[config.mk]
export PLATFORM = sky130hd
export DESIGN_NAME = spi_xfer_sched
export DESIGN_NICKNAME = d
export VERILOG_FILES = /design/src/rtl/spi_xfer_sched_pkg.sv /design/src/rtl/spi_xfer_sched_poller.sv /design/src/rtl/spi_xfer_sched.sv
export SDC_FILE = /design/constraint.sdc
export NUM_CORES = 1
export LEC_CHECK = 0
export BUFFER_PORTS_ARGS = -buffer_cell sky130_fd_sc_hd__buf_4
export CAP_MARGIN = 0
export CORE_ASPECT_RATIO = 1.5
export CORE_MARGIN = 3
export CORE_UTILIZATION = 28
export CTS_BUF_LIST = sky130_fd_sc_hd__clkbuf_8
export CTS_CLUSTER_SIZE = 25
export DETAILED_ROUTE_END_ITERATION = 10
export PLACE_DENSITY = 0.53
export SLEW_MARGIN = 20
export SYNTH_ARGS = -nofsm -noshare
export SYNTH_HDL_FRONTEND = slang
export SYNTH_SLANG_ARGS = --single-unit
[constraint.sdc]
create_clock -name clk_in -period 2.95 [get_ports clk_in]
set_input_delay 0.4425 -clock clk_in [delete_from_list [all_inputs] [get_ports clk_in]]
set_output_delay 0.4425 -clock clk_in [all_outputs]
set_load 0.01 [all_outputs]
[src/rtl/spi_xfer_sched_pkg.sv]
// Shared constants for the SPI transfer scheduler: core register map, status bits,
// scheduler/poller state encodings and the timeout default (SPI_XFER_TIMEOUT_EN).
package spi_xfer_sched_pkg;

  localparam logic [2:0] ADDR_RXDATA = 3'd0;
  localparam logic [2:0] ADDR_TXDATA = 3'd1;
  localparam logic [2:0] ADDR_STATUS = 3'd2;
  localparam logic [2:0] ADDR_CTRL   = 3'd3;
  localparam logic [2:0] ADDR_SSMASK = 3'd4;

  localparam logic [2:0] BIT_TRDY = 3'd4;
  localparam logic [2:0] BIT_RRDY = 3'd3;

  localparam logic [3:0] ST_IDLE   = 4'd0;
  localparam logic [3:0] ST_SET_SS = 4'd1;
  localparam logic [3:0] ST_POLL_T = 4'd2;
  localparam logic [3:0] ST_WR_TX  = 4'd3;
  localparam logic [3:0] ST_POLL_R = 4'd4;
  localparam logic [3:0] ST_RD_RX  = 4'd5;
  localparam logic [3:0] ST_RD_CAP = 4'd6;
  localparam logic [3:0] ST_RSP    = 4'd7;
  localparam logic [3:0] ST_CLR_SS = 4'd8;

  localparam logic [1:0] PH_STROBE  = 2'd0;
  localparam logic [1:0] PH_CAPTURE = 2'd1;
  localparam logic [1:0] PH_GAP     = 2'd2;

  localparam int TIMEOUT_DEFAULT = 1024;

endpackage

[src/rtl/spi_xfer_sched_poller.sv]
// Status poller shared by both poll states: strobe STATUS, test the selected bit
// on the capture cycle, then idle POLL_GAP cycles before the next strobe.
module spi_status_poller
  import spi_xfer_sched_pkg::*;
#(
  parameter int POLL_GAP = 2
) (
  input  logic       clk_in,
  input  logic       rst,
  input  logic       enable,
  input  logic [2:0] bit_sel,
  input  logic [7:0] rdata,
  output logic       rx_en,
  output logic       hit
);

  localparam int GW = (POLL_GAP > 1) ? $clog2(POLL_GAP) : 1;

  logic [1:0]    phase_reg;
  logic [GW-1:0] gap_cnt_reg;

  assign rx_en = enable && (phase_reg == PH_STROBE);
  assign hit   = enable && (phase_reg == PH_CAPTURE) && rdata[bit_sel];

  // Dropping enable parks the poller so the next poll state strobes on its first cycle.
  always_ff @(posedge clk_in) begin
    if (rst || !enable) begin
      phase_reg   <= PH_STROBE;
      gap_cnt_reg <= '0;
    end else begin
      case (phase_reg)
        PH_STROBE: phase_reg <= PH_CAPTURE;
        PH_CAPTURE: begin
          if (hit || POLL_GAP == 0) begin
            phase_reg <= PH_STROBE;
          end else begin
            phase_reg   <= PH_GAP;
            gap_cnt_reg <= '0;
          end
        end
        PH_GAP: begin
          if (gap_cnt_reg == GW'(POLL_GAP - 1)) phase_reg <= PH_STROBE;
          else gap_cnt_reg <= gap_cnt_reg + 1'b1;
        end
        default: phase_reg <= PH_STROBE;
      endcase
    end
  end

endmodule

[src/rtl/spi_xfer_sched.sv]
// Byte-transfer scheduler driving the SPI master core register port.
// Optional bounded polling with sticky err output: define SPI_XFER_TIMEOUT_EN.
module spi_xfer_sched
  import spi_xfer_sched_pkg::*;
#(
  parameter int IONUM    = 1,
  parameter int POLL_GAP = 2
`ifdef SPI_XFER_TIMEOUT_EN
  , parameter int TIMEOUT = TIMEOUT_DEFAULT
`endif
) (
  input  logic             clk_in,
  input  logic             rst,
  input  logic             req_valid,
  output logic             req_ready,
  input  logic [7:0]       req_data,
  input  logic [IONUM-1:0] req_cs,
  input  logic             req_last,
  output logic             rsp_valid,
  input  logic             rsp_ready,
  output logic [7:0]       rsp_data,
  output logic             busy,
  output logic             spi_tx_en,
  output logic [2:0]       spi_waddr,
  output logic [7:0]       spi_wdata,
  output logic             spi_rx_en,
  output logic [2:0]       spi_raddr,
  input  logic [7:0]       spi_rdata
`ifdef SPI_XFER_TIMEOUT_EN
  , output logic           err
`endif
);

  logic [3:0]       state_reg, state_next;
  logic [7:0]       data_reg;
  logic [IONUM-1:0] cs_reg, cur_cs_reg;
  logic             last_reg, cs_held_reg;
  logic             rsp_valid_reg;
  logic [7:0]       rsp_data_reg;
  logic [7:0]       cs_ext;
  logic             hs, poll_en, poll_rx_en, poll_hit, expired;

  assign busy      = (state_reg != ST_IDLE);
  assign req_ready = !rst && (state_reg == ST_IDLE) && !rsp_valid_reg;
  assign hs        = req_valid && req_ready;
  assign rsp_valid = rsp_valid_reg;
  assign rsp_data  = rsp_data_reg;
  assign poll_en   = (state_reg == ST_POLL_T) || (state_reg == ST_POLL_R);

  spi_status_poller #(.POLL_GAP(POLL_GAP)) poller (
    .clk_in  (clk_in),
    .rst     (rst),
    .enable  (poll_en),
    .bit_sel ((state_reg == ST_POLL_T) ? BIT_TRDY : BIT_RRDY),
    .rdata   (spi_rdata),
    .rx_en   (poll_rx_en),
    .hit     (poll_hit)
  );

`ifdef SPI_XFER_TIMEOUT_EN
  logic [15:0] tmo_cnt_reg;
  logic        err_reg;

  // Counter is zero in every non-poll state, so it restarts on each poll-state entry.
  assign expired = poll_en && !poll_hit && (tmo_cnt_reg == 16'(TIMEOUT - 1));
  assign err     = err_reg;

  always_ff @(posedge clk_in) begin
    if (rst) begin
      tmo_cnt_reg <= '0;
      err_reg     <= 1'b0;
    end else begin
      tmo_cnt_reg <= poll_en ? tmo_cnt_reg + 16'd1 : 16'd0;
      if (hs) err_reg <= 1'b0;
      else if (expired) err_reg <= 1'b1;
    end
  end
`else
  assign expired = 1'b0;
`endif

  always_comb begin
    cs_ext = '0;
    cs_ext[IONUM-1:0] = cs_reg;
  end

  always_comb begin
    spi_tx_en = 1'b0;
    spi_waddr = 3'd0;
    spi_wdata = 8'd0;
    spi_rx_en = poll_rx_en || (state_reg == ST_RD_RX);
    spi_raddr = (state_reg == ST_RD_RX) ? ADDR_RXDATA :
                (poll_rx_en ? ADDR_STATUS : 3'd0);
    case (state_reg)
      ST_SET_SS: begin spi_tx_en = 1'b1; spi_waddr = ADDR_SSMASK; spi_wdata = cs_ext; end
      ST_WR_TX:  begin spi_tx_en = 1'b1; spi_waddr = ADDR_TXDATA; spi_wdata = data_reg; end
      ST_CLR_SS: begin spi_tx_en = 1'b1; spi_waddr = ADDR_SSMASK; end
      default: ;
    endcase
  end

  always_comb begin
    state_next = state_reg;
    case (state_reg)
      ST_IDLE:   if (hs) state_next = (cs_held_reg && req_cs == cur_cs_reg) ? ST_POLL_T : ST_SET_SS;
      ST_SET_SS: state_next = ST_POLL_T;
      ST_POLL_T: if (poll_hit) state_next = ST_WR_TX; else if (expired) state_next = ST_CLR_SS;
      ST_WR_TX:  state_next = ST_POLL_R;
      ST_POLL_R: if (poll_hit) state_next = ST_RD_RX; else if (expired) state_next = ST_CLR_SS;
      ST_RD_RX:  state_next = ST_RD_CAP;
      ST_RD_CAP: state_next = ST_RSP;
      ST_RSP:    if (rsp_ready) state_next = last_reg ? ST_CLR_SS : ST_IDLE;
      ST_CLR_SS: state_next = ST_IDLE;
      default:   state_next = ST_IDLE;
    endcase
  end

  always_ff @(posedge clk_in) begin
    if (rst) begin
      state_reg     <= ST_IDLE;
      data_reg      <= '0;
      cs_reg        <= '0;
      cur_cs_reg    <= '0;
      last_reg      <= 1'b0;
      cs_held_reg   <= 1'b0;
      rsp_valid_reg <= 1'b0;
      rsp_data_reg  <= '0;
    end else begin
      state_reg <= state_next;
      if (rsp_valid_reg && rsp_ready) rsp_valid_reg <= 1'b0;
      if (hs) begin
        data_reg <= req_data;
        cs_reg   <= req_cs;
        last_reg <= req_last;
      end
      if (state_reg == ST_SET_SS) cur_cs_reg <= cs_reg;
      if (state_reg == ST_RD_CAP) begin
        rsp_data_reg  <= spi_rdata;
        rsp_valid_reg <= 1'b1;
      end
      if (state_reg == ST_RSP && rsp_ready && !last_reg) cs_held_reg <= 1'b1;
      if (state_reg == ST_CLR_SS) begin
        cs_held_reg <= 1'b0;
        cur_cs_reg  <= '0;
      end
      // A poll that never completes still produces a response, flagged by 8'hFF.
      if (expired) begin
        rsp_data_reg  <= 8'hFF;
        rsp_valid_reg <= 1'b1;
      end
    end
  end

endmodule

-- Word level (Yosys, flattened, before mapping)
Cells that the tools add are included.
- output and inout port bits: 27
- flip-flop bits (word level): 28
- input port bits: 22
- equality and inequality tests: 17
- reduce and logical (&&, ||, !) cells: 27
- $lt $le $gt $ge: 1
- mux-type cells: 23
- add/subtract/negate cells: 1
- operators with widths (cell ; number):
    case mux 4 bit (8 select lines) ; 1
    two-way mux 4 bit ; 5
    == test 4 x 3 -> 1 bit, second input constant ; 4
    case mux 8 bit (2 select lines) ; 1
    logical AND 1 bit ; 10
    two-way mux 2 bit ; 5
    != test 2 bit, second input constant ; 5
    == test 4 x 2 -> 1 bit, second input constant ; 2
    two-way mux 1 bit ; 6
    case mux 2 bit (3 select lines) ; 1
    case mux 3 bit (2 select lines) ; 1
    == test 4 x 1 -> 1 bit, second input constant ; 1
    == test 4 bit, second input constant ; 1
    zero test 1 bit ; 4
    zero test 4 bit ; 1
    < comparator 3 x 4 -> 1 bit, second input constant ; 1
    AND reduction 4 bit ; 1
    nonzero test 2 bit ; 2
    nonzero test 4 bit ; 1
    OR reduction 2 bit ; 2
    binary-select mux 1 bit (select 3 bit) ; 1
    logical OR 1 bit ; 3
    two-way mux 3 bit ; 1
    OR reduction 3 bit ; 1
    8 further kinds ; 8

-- Logic depth before layout (Yosys ltp)
Gate-level depths: netlist of the first run.
- depth in word-level cells: 7
- mapped depth: 6
- mapped depth without buffers: 4

-- By module
A second synthesis of the first run with hierarchy kept.
- cells, all modules: 166
- area total of the unflattened synthesis: 1412.6 um^2
- by module, submodules not included (module ; seq. area each (um^2) ; area each (um^2) ; times used ; cells each):
    spi_xfer_sched ; 500.5 ; 1204.9 ; 1 ; 147
    spi_status_poller ; 60.1 ; 207.7 ; 1 ; 19

-- Worst setup path before layout of the first run
OpenSTA, ideal clock, no wires.
- kind: register to output
- start point: register state_reg[2]
- end point: output port spi_wdata[1]
- cell stages (with the launch flop): 5
- data required time: 2.508 ns
- slack: 1.027 ns
- arrival time: 1.481 ns
- cell sequence: dfxtp_1 -> clkbuf_1 -> nand2b_1 -> nor3_1 -> and2_1
- cells in the longest elaborated chain, start to end: 2
- elaborated cells between the ends (all ways): 3
- those cells by class: 2 x eq/ne; 1 x mux
- ends and longest elaborated chain (item ; line ; source):
    from (decl) ; spi_xfer_sched.sv:34 ; logic [3:0] state_reg, state_next;
    from (signal assigned) ; spi_xfer_sched.sv:129 ; state_reg <= state_next;
    == test 4 x 2 -> 1 bit / == test 4 x 1 -> 1 bit (equally long branches) ; spi_xfer_sched.sv:94 ; case (state_reg)
    case mux 8 bit (2 select lines) * ; spi_xfer_sched.sv:94 ;
    to (decl) ; spi_xfer_sched.sv:25 ; output logic [7:0] spi_wdata,
Every way passes the cells marked *; elsewhere a longest branch is shown, timed or not.

-- Final worst setup path of the first run
- start point: register state_reg[2]
- end point: register data_reg[0]
- cells in the longest elaborated chain, start to end: 4
- ends and longest elaborated chain (item ; line ; source):
    zero test 4 bit ; spi_xfer_sched.sv:44 ; assign req_ready = !rst && (state_reg == ST_IDLE) && !rsp_valid_reg;
    logical AND 1 bit (2 in a row) ; spi_xfer_sched.sv:44 ;
    logical AND 1 bit ; spi_xfer_sched.sv:45 ; assign hs = req_valid && req_ready;
    to (signal assigned) ; spi_xfer_sched.sv:132 ; data_reg <= req_data;
    to (decl) ; spi_xfer_sched.sv:35 ; logic [7:0] data_reg;
No other way between the ends.
A chain may end at the register's enable or synchronous reset.

==> results.sh, run 1 <==
export IMPL_fin_nets=218
export IMPL_reg2reg_from="state_reg[2]"
export IMPL_wirelength_mm=3.08
export IMPL_layout_commonest_cell="buf_4"
export IMPL_antenna_found_initial=0
export IMPL_first_pass_iters=4
export IMPL_hold_violations=0
export IMPL_die_width_um=62.1
export IMPL_clkTransAtPathRegs_ns=0.09
export IMPL_end_kind="flop"
export IMPL_finalCritPeriodShare_pct=76.6
export IMPL_ys_types=39
export IMPL_maxCapViolations=0
export IMPL_met1_usage_pct=13.1
export IMPL_grt_pass1_vias=1161
export IMPL_die_area_um2=5610
export IMPL_setup_viol=0
export IMPL_r2r_cells=4
export IMPL_drt_iter0_markers=44
export IMPL_crit_end="data_reg[0]"
export IMPL_ys_ff_latch=28
export IMPL_use_met3_pct=2.38
export IMPL_die_y_um=90.2
export IMPL_gr_usage_all_layers_pct=11.5
export IMPL_synth_largest_area_cell="dfxtp_1"
export IMPL_hpwl_mm=2.23
export IMPL_power_density_nw_per_um2=614
export IMPL_rr_endpoint="data_reg[0]"
export IMPL_synth_top_area_share_pct=42.3
export IMPL_remaining_drc_errors=0
export IMPL_critical_path_class="flop to flop"
export IMPL_initial_utilization_pct=29.1
export IMPL_holdBufCountCts=0
export IMPL_cp_required_ns=3.12
export IMPL_async_reset_ff_share_pct=0
export IMPL_synth_edf_count=0
export IMPL_yosysWarnings=0
export IMPL_timing_fmax_ghz=0.442
export IMPL_worst_slew_pin_slew_ns=0.709
export IMPL_post_cts_buffers=0
export IMPL_cts_tree="built"
export IMPL_rows=30
export IMPL_synthesis_area_um2=1320
export IMPL_power_leakage_nw=0.764
export IMPL_pin_count=49
export IMPL_finClkSkew_ns=0.00318
export IMPL_arrival_ns=2.43
export IMPL_dp_cells=255
export IMPL_cts_sink_count=28
export IMPL_cts_resized=0
export IMPL_insertion_delay_ns=0.28
export IMPL_via_per_inst=4.64
export IMPL_clock_path_buffers=2
export IMPL_core_area_um2=4540
export IMPL_fin_area_um2=1750
export IMPL_min_period_ns=2.26
export IMPL_grtUsageMet2_pct=20.5
export IMPL_final_cell_mix="47 x buf_4, 28 x dfxtp_1, 20 x nand2_1"
export IMPL_drtAntennaViolNets=0
export IMPL_syn_to_final_growth_pct=32.4
export IMPL_worstSetupStartpoint="state_reg[2]"
export IMPL_drive_gt1_share_pct=29.7
export IMPL_syn_avg_cell_area_um2=8.60
export IMPL_root_buffer="clkbuf_8"
export IMPL_setup_tns_ns=0
export IMPL_hp_class="input pin to flop"
export IMPL_ys_flop_type="dfxtp_1"
export IMPL_ys_top_cells_by_area="dfxtp_1 42%, mux2i_1 9.1%, nand2_1 5.7%"
export IMPL_antenna_cells=0
export IMPL_place_congestion=0.802
export IMPL_r2r_slack_ns=0.69
export IMPL_outcome="complete, no violations"
export IMPL_placed_area_um2=1700
export IMPL_cts_htree_levels=1
export IMPL_portBuffers=45
export IMPL_busiest_layer="met2"
export IMPL_ys_seq_area_share_pct=42.3
export IMPL_slew_violations=0
export IMPL_grt_pass1_wl_mm=5.36
export IMPL_grt_ovfl_total=0
export IMPL_finalNonFillerCells=259
export IMPL_rsz0062_at_grt="false"
export IMPL_cts_buffers=3
export IMPL_ir_drop_mv=0.227
export IMPL_cp_max_fo=14
export IMPL_postSynthCellCount=154
export IMPL_routed_via_count=1201
export IMPL_grt_max_degree=30
export IMPL_slew_headroom_pct=52.6
export IMPL_wl_per_cell_um=11.9
export IMPL_worstSetupStartpointType="flop"
## synth_stat cells (all sizes together) (3+ instances only)
cell type  instances
buf                8
nor2              16
clkbuf             4
nand2             20
inv                3
and2               7
dfxtp             28
a21oi             10
or4b               3
nor3              11
nand3              4
mux2i             12
## cell type report
cell class | instances | area (µm²)
fillers | 481 | 2790
multi-input cells | 113 | 693
flip-flops and latches | 28 | 561
repair buffers | 47 | 353
well taps | 64 | 80.1
clock buffers | 4 | 55.1
inverters | 3 | 11.3
## where the power goes
group          internal, mW  switching (mW)  total (mW)  leakage (nW)
Sequential            0.413          0.0613       0.474         0.227
Combinational         0.189           0.176       0.364         0.509
Clock                 0.120           0.119       0.239        0.0288
## per-stage QoR
| step | total power, mW | hold WS [ns] | utilization (%) | worst slack (ns) |
|---|---|---|---|---|
| 2_1_floorplan | 0.721 | 0.436 | - | 1.03 |
| 3_3_place_gp | 0.851 | 0.445 | 37.4 | 0.724 |
| 3_5_place_dp | 0.852 | 0.448 | 37.4 | 0.700 |
| 4_1_cts | 1.10 | 0.383 | 38.6 | 0.684 |
| 5_1_grt | 1.15 | 0.391 | 38.6 | 0.558 |
| 6_report | 1.08 | 0.388 | 38.6 | 0.689 |
## cell families (layout without fill, tap and decap cells)
family                    Yosys count  count (layout)  synth area share, %
xor gates and xnor gates            4               4                 2.65
muxes                              13              13                 9.92
DFF                                28              28                 42.3
other                               1               3                0.283
and+or+nand+nor                    73              73                 29.0
AOI/OAI and AO/OA                  20              20                 9.93
buffers and inverters              15              54                 5.86
## metal layers
| metal | routed length [µm] | vias up |
|---|---|---|
| met4 | 59 | 0 |
| met3 | 174 | 5 |
| met1 | 1250 | 553 |
| met2 | 1590 | 32 |
| met5 | 0 | - |
| li1 | - | 611 |
## worst min path at each step
stage	startpoint	to	slack [ns]	cells after the start
after floorplan	poller.gap_cnt_reg	poller.phase_reg[1]	0.44	1
after global placement	rsp_data[0]	rsp_data[0]	0.44	2
after detailed placement	rsp_data[2]	rsp_data[2]	0.45	2
after CTS	req_data[7]	data_reg[7]	0.38	3
after global routing	req_data[7]	data_reg[7]	0.39	3
final	req_data[7]	data_reg[7]	0.39	3
## critical path: stages (launching register included)
cell	delay (ns)
dfxtp_1	0.47
or4_4	0.57
or4b_1	0.81
mux2i_1	0.24
nor2_1	0.06
Note: power is estimated with default switching activity, not from simulation.
==> inputs of run 2 (changes only) <==
==> constraint.sdc (replaced) <==
create_clock -name clk_in -period 2.12 [get_ports clk_in]
set_input_delay 0.318 -clock clk_in [delete_from_list [all_inputs] [get_ports clk_in]]
set_output_delay 0.318 -clock clk_in [all_outputs]
set_load 0.01 [all_outputs]
==> run 2 against run 1 <==
Flip-flop and latch count stayed put. Cell area is 4.1% higher. First-iteration DRC count is 27% lower. Register-to-register slack worse by 0.54 ns. Global-route usage up 0.66 points. Clock skew is 0.0012 ns higher. Hold slack got worse by 0.13 ns. Count of clock-buffer cells in the layout is 1 lower. Final cell count grew 2.3%. Via count increased by 0.25%. Clock power rose by 77%. Wire length is 2.1% higher.
==> results.sh, run 2 (same netlist as run 1, synthesis figures left out) <==
export IMPL_r2r_cells=4
export IMPL_wl_met3_um=187
export IMPL_antenna_found_initial=0
export IMPL_r2r_slack_ns=0.15
export IMPL_place_congestion=0.798
export IMPL_antenna_cells=0
export IMPL_power_density_nw_per_um2=893
export IMPL_cts_sink_count=28
export IMPL_holdBufCountCts=0
export IMPL_die_y_um=90.2
export IMPL_rr_endpoint="poller.phase_reg[1]"
export IMPL_outcome="complete, no violations"
export IMPL_wl_per_cell_um=11.9
export IMPL_syn_to_final_growth_pct=37.8
export IMPL_path_buf_inv=0
export IMPL_gr_usage_all_layers_pct=12.2
export IMPL_power_leakage_nw=0.807
export IMPL_hold_violations=0
export IMPL_hp_class="input pin to flop"
export IMPL_wirelength_mm=3.15
export IMPL_die_area_um2=5610
export IMPL_met1Wirelength_mm=1.18
export IMPL_pin_count=49
export IMPL_first_pass_iters=4
export IMPL_rows=30
export IMPL_fin_area_um2=1820
export IMPL_min_period_ns=1.97
export IMPL_multi_input_area_um2=703
export IMPL_worstSetupStartpoint="state_reg[3]"
export IMPL_reg2reg_from="state_reg[3]"
export IMPL_cp_depth=4
export IMPL_grt_pass1_vias=1210
export IMPL_rsz0062_at_grt="false"
export IMPL_arrival_ns=2.16
export IMPL_finClkSkew_ns=0.00440
export IMPL_initial_utilization_pct=29.1
export IMPL_remaining_drc_errors=0
export IMPL_hpwl_mm=2.42
export IMPL_critical_path_class="flop to flop"
export IMPL_via_per_inst=4.54
export IMPL_slew_violations=0
export IMPL_root_buffer="clkbuf_8"
export IMPL_clock_path_buffers=2
export IMPL_insertion_delay_ns=0.28
export IMPL_finalCritPeriodShare_pct=93.0
export IMPL_cpPeakStageDelay_ns=0.61
export IMPL_cts_buffers=3
export IMPL_grt_ovfl_total=0
export IMPL_cts_htree_levels=1
export IMPL_grt_pass1_wl_mm=5.59
export IMPL_drt_iter0_markers=32
export IMPL_cts_tree="built"
export IMPL_crit_end="poller.phase_reg[1]"
export IMPL_routed_via_count=1204
export IMPL_cp_cell_sequence="nor4b_1 > mux2_2 > or4b_2 > o41ai_1"
export IMPL_cp_max_fo=3
export IMPL_cp_required_ns=2.31
export IMPL_top_layer_used="met4"
export IMPL_maxCapViolations=0
export IMPL_die_width_um=62.1
export IMPL_setup_viol=0
export IMPL_worst_slew_pin_slew_ns=0.567
export IMPL_regArea_um2=561
export IMPL_core_area_um2=4540
export IMPL_portBuffers=45
export IMPL_fillers=483
export IMPL_fin_nets=224
export IMPL_cp_top_family="simple AND/OR/NAND/NOR gates"
export IMPL_wl_met2_mm=1.71
export IMPL_layout_commonest_cell="buf_4"
export IMPL_clkTransAtPathRegs_ns=0.10
export IMPL_setup_tns_ns=0
export IMPL_drive_gt1_share_pct=32.8
export IMPL_grt_max_degree=21
export IMPL_placed_area_um2=1740
export IMPL_ir_drop_mv=0.376
export IMPL_worstSetupStartpointType="flop"
export IMPL_final_cell_mix="53 x buf_4, 28 x dfxtp_1, 20 x nand2_1"
export IMPL_end_kind="flop"
export IMPL_critPathSlowestCell="or4b_2"
export IMPL_slew_headroom_pct=62.2
export IMPL_timing_fmax_ghz=0.507
export IMPL_drtAntennaViolNets=0
[run 2: cell types whose count changed in the layout (fill, tap and decap cells not counted)]
cell,before,now
nor3_2,0,2
nor3_1,11,9
buf_4,47,53
bufinv_16,0,1
clkbuf_8,4,3
[run 2: per-layer routing]
layer / global-route usage [%] / up-vias
met5: 0 / -
met4: 6.09 / 0
met3: 2.38 / 5
met2: 22.7 / 37
met1: 12.8 / 541
li1: - / 621
[run 2: area by class of cell]
cell class / instances / share of cell area (%)
clock buffer: 3 / 2.26
clock inverter: 1 / 1.65
inverter: 3 / 0.617
multi-input combinational: 113 / 38.5
sequential: 28 / 30.7
tap: 64 / 4.39
timing repair buffer: 53 / 21.8
[run 2: how the worst min path moves through the flow]
stage                        from             endpoint  slack [ns]  depth (start not counted)
6_report              req_data[4]          data_reg[4]        0.26                          3
5_1_grt               req_data[2]          data_reg[2]        0.26                          3
4_1_cts               req_data[4]          data_reg[4]        0.25                          3
3_5_place_dp          rsp_data[0]          rsp_data[0]        0.45                          2
3_3_place_gp          rsp_data[2]          rsp_data[2]        0.44                          2
2_1_floorplan  poller.gap_cnt_reg  poller.phase_reg[1]        0.44                          1
[run 2: tightest hold or removal path, cell delays in order]
cell	delay [ns]
buf_4	0.08
mux2i_1	0.05
nor2_1	0.07
[run 2: through the flow]
step | hold slack (ns) | setup WS [ns] | utilization (%) | total power, mW | cells
floorplan | 0.436 | 0.239 | - | 1.00 | 156
global placement | 0.443 | 0.172 | 38.4 | 1.22 | 261
detailed placement | 0.449 | 0.146 | 38.4 | 1.22 | 261
CTS | 0.252 | 0.0988 | 39.9 | 1.66 | 265
global route | 0.258 | 0.0151 | 40.2 | 1.74 | 265
finish | 0.259 | 0.148 | 40.2 | 1.63 | 265
[run 2: where the power goes]
group | switching [mW] | internal (mW)
clock | 0.170 | 0.253
combinational | 0.300 | 0.292
sequential | 0.0390 | 0.574
total | 0.510 | 1.12
[run 2: repair_timing]
item,4_1_cts,5_1_grt
gates resized for setup,0,2
setup endpoints to repair,0,8
buffers inserted,0,0
==> inputs of run 3 (changes only) <==
--- a/config.mk
+++ b/config.mk
@@ -8,7 +8,7 @@
 export BUFFER_PORTS_ARGS = -buffer_cell sky130_fd_sc_hd__buf_4
 export CAP_MARGIN = 0
 export CORE_ASPECT_RATIO = 1.5
-export CORE_MARGIN = 3
+export CORE_MARGIN = 4
 export CORE_UTILIZATION = 28
 export CTS_BUF_LIST = sky130_fd_sc_hd__clkbuf_8
 export CTS_CLUSTER_SIZE = 25
==> run 3 against run 2 <==
Flip-flop and latch count stayed put. Sequential power shrank 1%. Die area rose by 5.5%. Worst setup slack better by 0.0013 ns. Count of clock-buffer cells in the layout unchanged. Power shrank 0.15%. Global-route usage fell by 0.86 points. Combinational power grew 0.7%. Sequential share of layout area is 0.13 points higher. Critical path type is now flop to output pin. Largest cell class unchanged. Highest routed layer unchanged.
==> results.sh, run 3 (same netlist as run 1, synthesis figures left out) <==
export IMPL_clkTransAtPathRegs_ns=0.10
export IMPL_pin_count=49
export IMPL_setup_viol=0
export IMPL_critical_path_class="flop to output pin"
export IMPL_outcome="complete, no violations"
export IMPL_die_width_um=64.1
export IMPL_core_area_um2=4540
export IMPL_timing_fmax_ghz=0.507
export IMPL_grt_pass1_vias=1201
export IMPL_dp_cells=261
export IMPL_syn_to_final_growth_pct=37.2
export IMPL_wirelength_mm=3.20
export IMPL_power_leakage_nw=0.803
export IMPL_routed_via_count=1199
export IMPL_hpwl_mm=2.44
export IMPL_die_area_um2=5910
export IMPL_first_pass_iters=4
export IMPL_remaining_drc_errors=0
export IMPL_fin_nets=224
export IMPL_cts_sink_count=28
export IMPL_gr_usage_all_layers_pct=11.3
export IMPL_initial_utilization_pct=29.1
export IMPL_final_cell_mix="53 x buf_4, 28 x dfxtp_1, 20 x nand2_1"
export IMPL_final_util_pct=40.0
export IMPL_antenna_found_initial=0
export IMPL_place_congestion=0.797
export IMPL_placed_area_um2=1740
export IMPL_clock_path_buffers=2
export IMPL_arrival_ns=1.65
export IMPL_grt_max_degree=21
export IMPL_cp_max_fo=11
export IMPL_multi_input_area_um2=696
export IMPL_portBuffers=45
export IMPL_worstSetupStartpointType="flop"
export IMPL_p_total_mw=1.63
export IMPL_drt_iter0_markers=35
export IMPL_slew_headroom_pct=62.6
export IMPL_setup_tns_ns=0
export IMPL_hold_violations=0
export IMPL_dpl_worst_slack_ns=0.182
export IMPL_rows=30
export IMPL_fin_area_um2=1820
export IMPL_via_per_inst=4.52
export IMPL_drive_gt1_share_pct=32.3
export IMPL_finClkSkew_ns=0.00421
export IMPL_end_kind="output pin"
export IMPL_antenna_cells=0
export IMPL_power_density_nw_per_um2=896
export IMPL_fillers=500
export IMPL_maxCapViolations=0
export IMPL_post_cts_buffers=0
export IMPL_hp_class="input pin to flop"
export IMPL_grt_pass1_wl_mm=5.46
export IMPL_worst_slack_ns=0.149
export IMPL_rsz0062_at_grt="false"
export IMPL_layout_commonest_cell="buf_4"
export IMPL_drtAntennaViolNets=0
export IMPL_insertion_delay_ns=0.28
export IMPL_min_period_ns=1.97
export IMPL_root_buffer="clkbuf_8"
export IMPL_die_y_um=92.2
export IMPL_cts_buffers=3
export IMPL_whs_ns=0.262
export IMPL_cts_htree_levels=1
export IMPL_regArea_um2=561
export IMPL_finalCritPeriodShare_pct=93.0
export IMPL_cts_tree="built"
export IMPL_wl_per_cell_um=12.1
export IMPL_finalNonFillerCells=265
export IMPL_grt_ovfl_total=0
export IMPL_slew_violations=0
export IMPL_cp_required_ns=1.80
export IMPL_ir_drop_mv=0.464
export IMPL_worst_slew_pin_slew_ns=0.560
run 3: repair_timing:
action	CTS	global route
hold buffers	0	0
resized for setup	0	1
endpoints found under the setup margin	0	1
run 3: area by class of cell:
type / instances / share of cell area [%]
Clock buffer: 3 / 2.27
Timing Repair Buffer: 53 / 21.9
Tap cell: 64 / 4.41
Sequential cell: 28 / 30.9
Multi-Input combinational cell: 113 / 38.3
Inverter: 3 / 0.620
Clock inverter: 1 / 1.65
run 3: routing by layer:
layer	vias to the layer above	part of all wire, %	GRT usage [%]
li1	620	-	-
met1	545	40	11.6
met2	30	53	21.6
met3	4	5.4	1.72
met4	0	1.3	5.64
met5	-	0	0
run 3: report_power, final:
part	switching, mW	total [mW]	internal [mW]
sequential	0.0329	0.607	0.574
clock	0.169	0.422	0.253
combinational	0.306	0.597	0.292
run 3: path summary, 6_finish.rpt:
| kind | from | to | slack [ns] | cells past startpoint |
|---|---|---|---|---|
| worst max-delay path | state_reg[2] | spi_wdata[5] | 0.15 | 6 |
| worst min-delay path | req_data[4] | data_reg[4] | 0.26 | 3 |
| worst max register to register | state_reg[3] | cs_reg | 0.17 | 5 |
| worst min register to register | rsp_data[1] | rsp_data[1] | 0.46 | 2 |
run 3: worst max-delay path: stages, from the launching register on:
cell      delay [ns]
dfxtp_1         0.34
buf_4           0.18
nand2b_1        0.18
nor3_1          0.22
buf_4           0.20
and2_1          0.13
buf_4           0.11
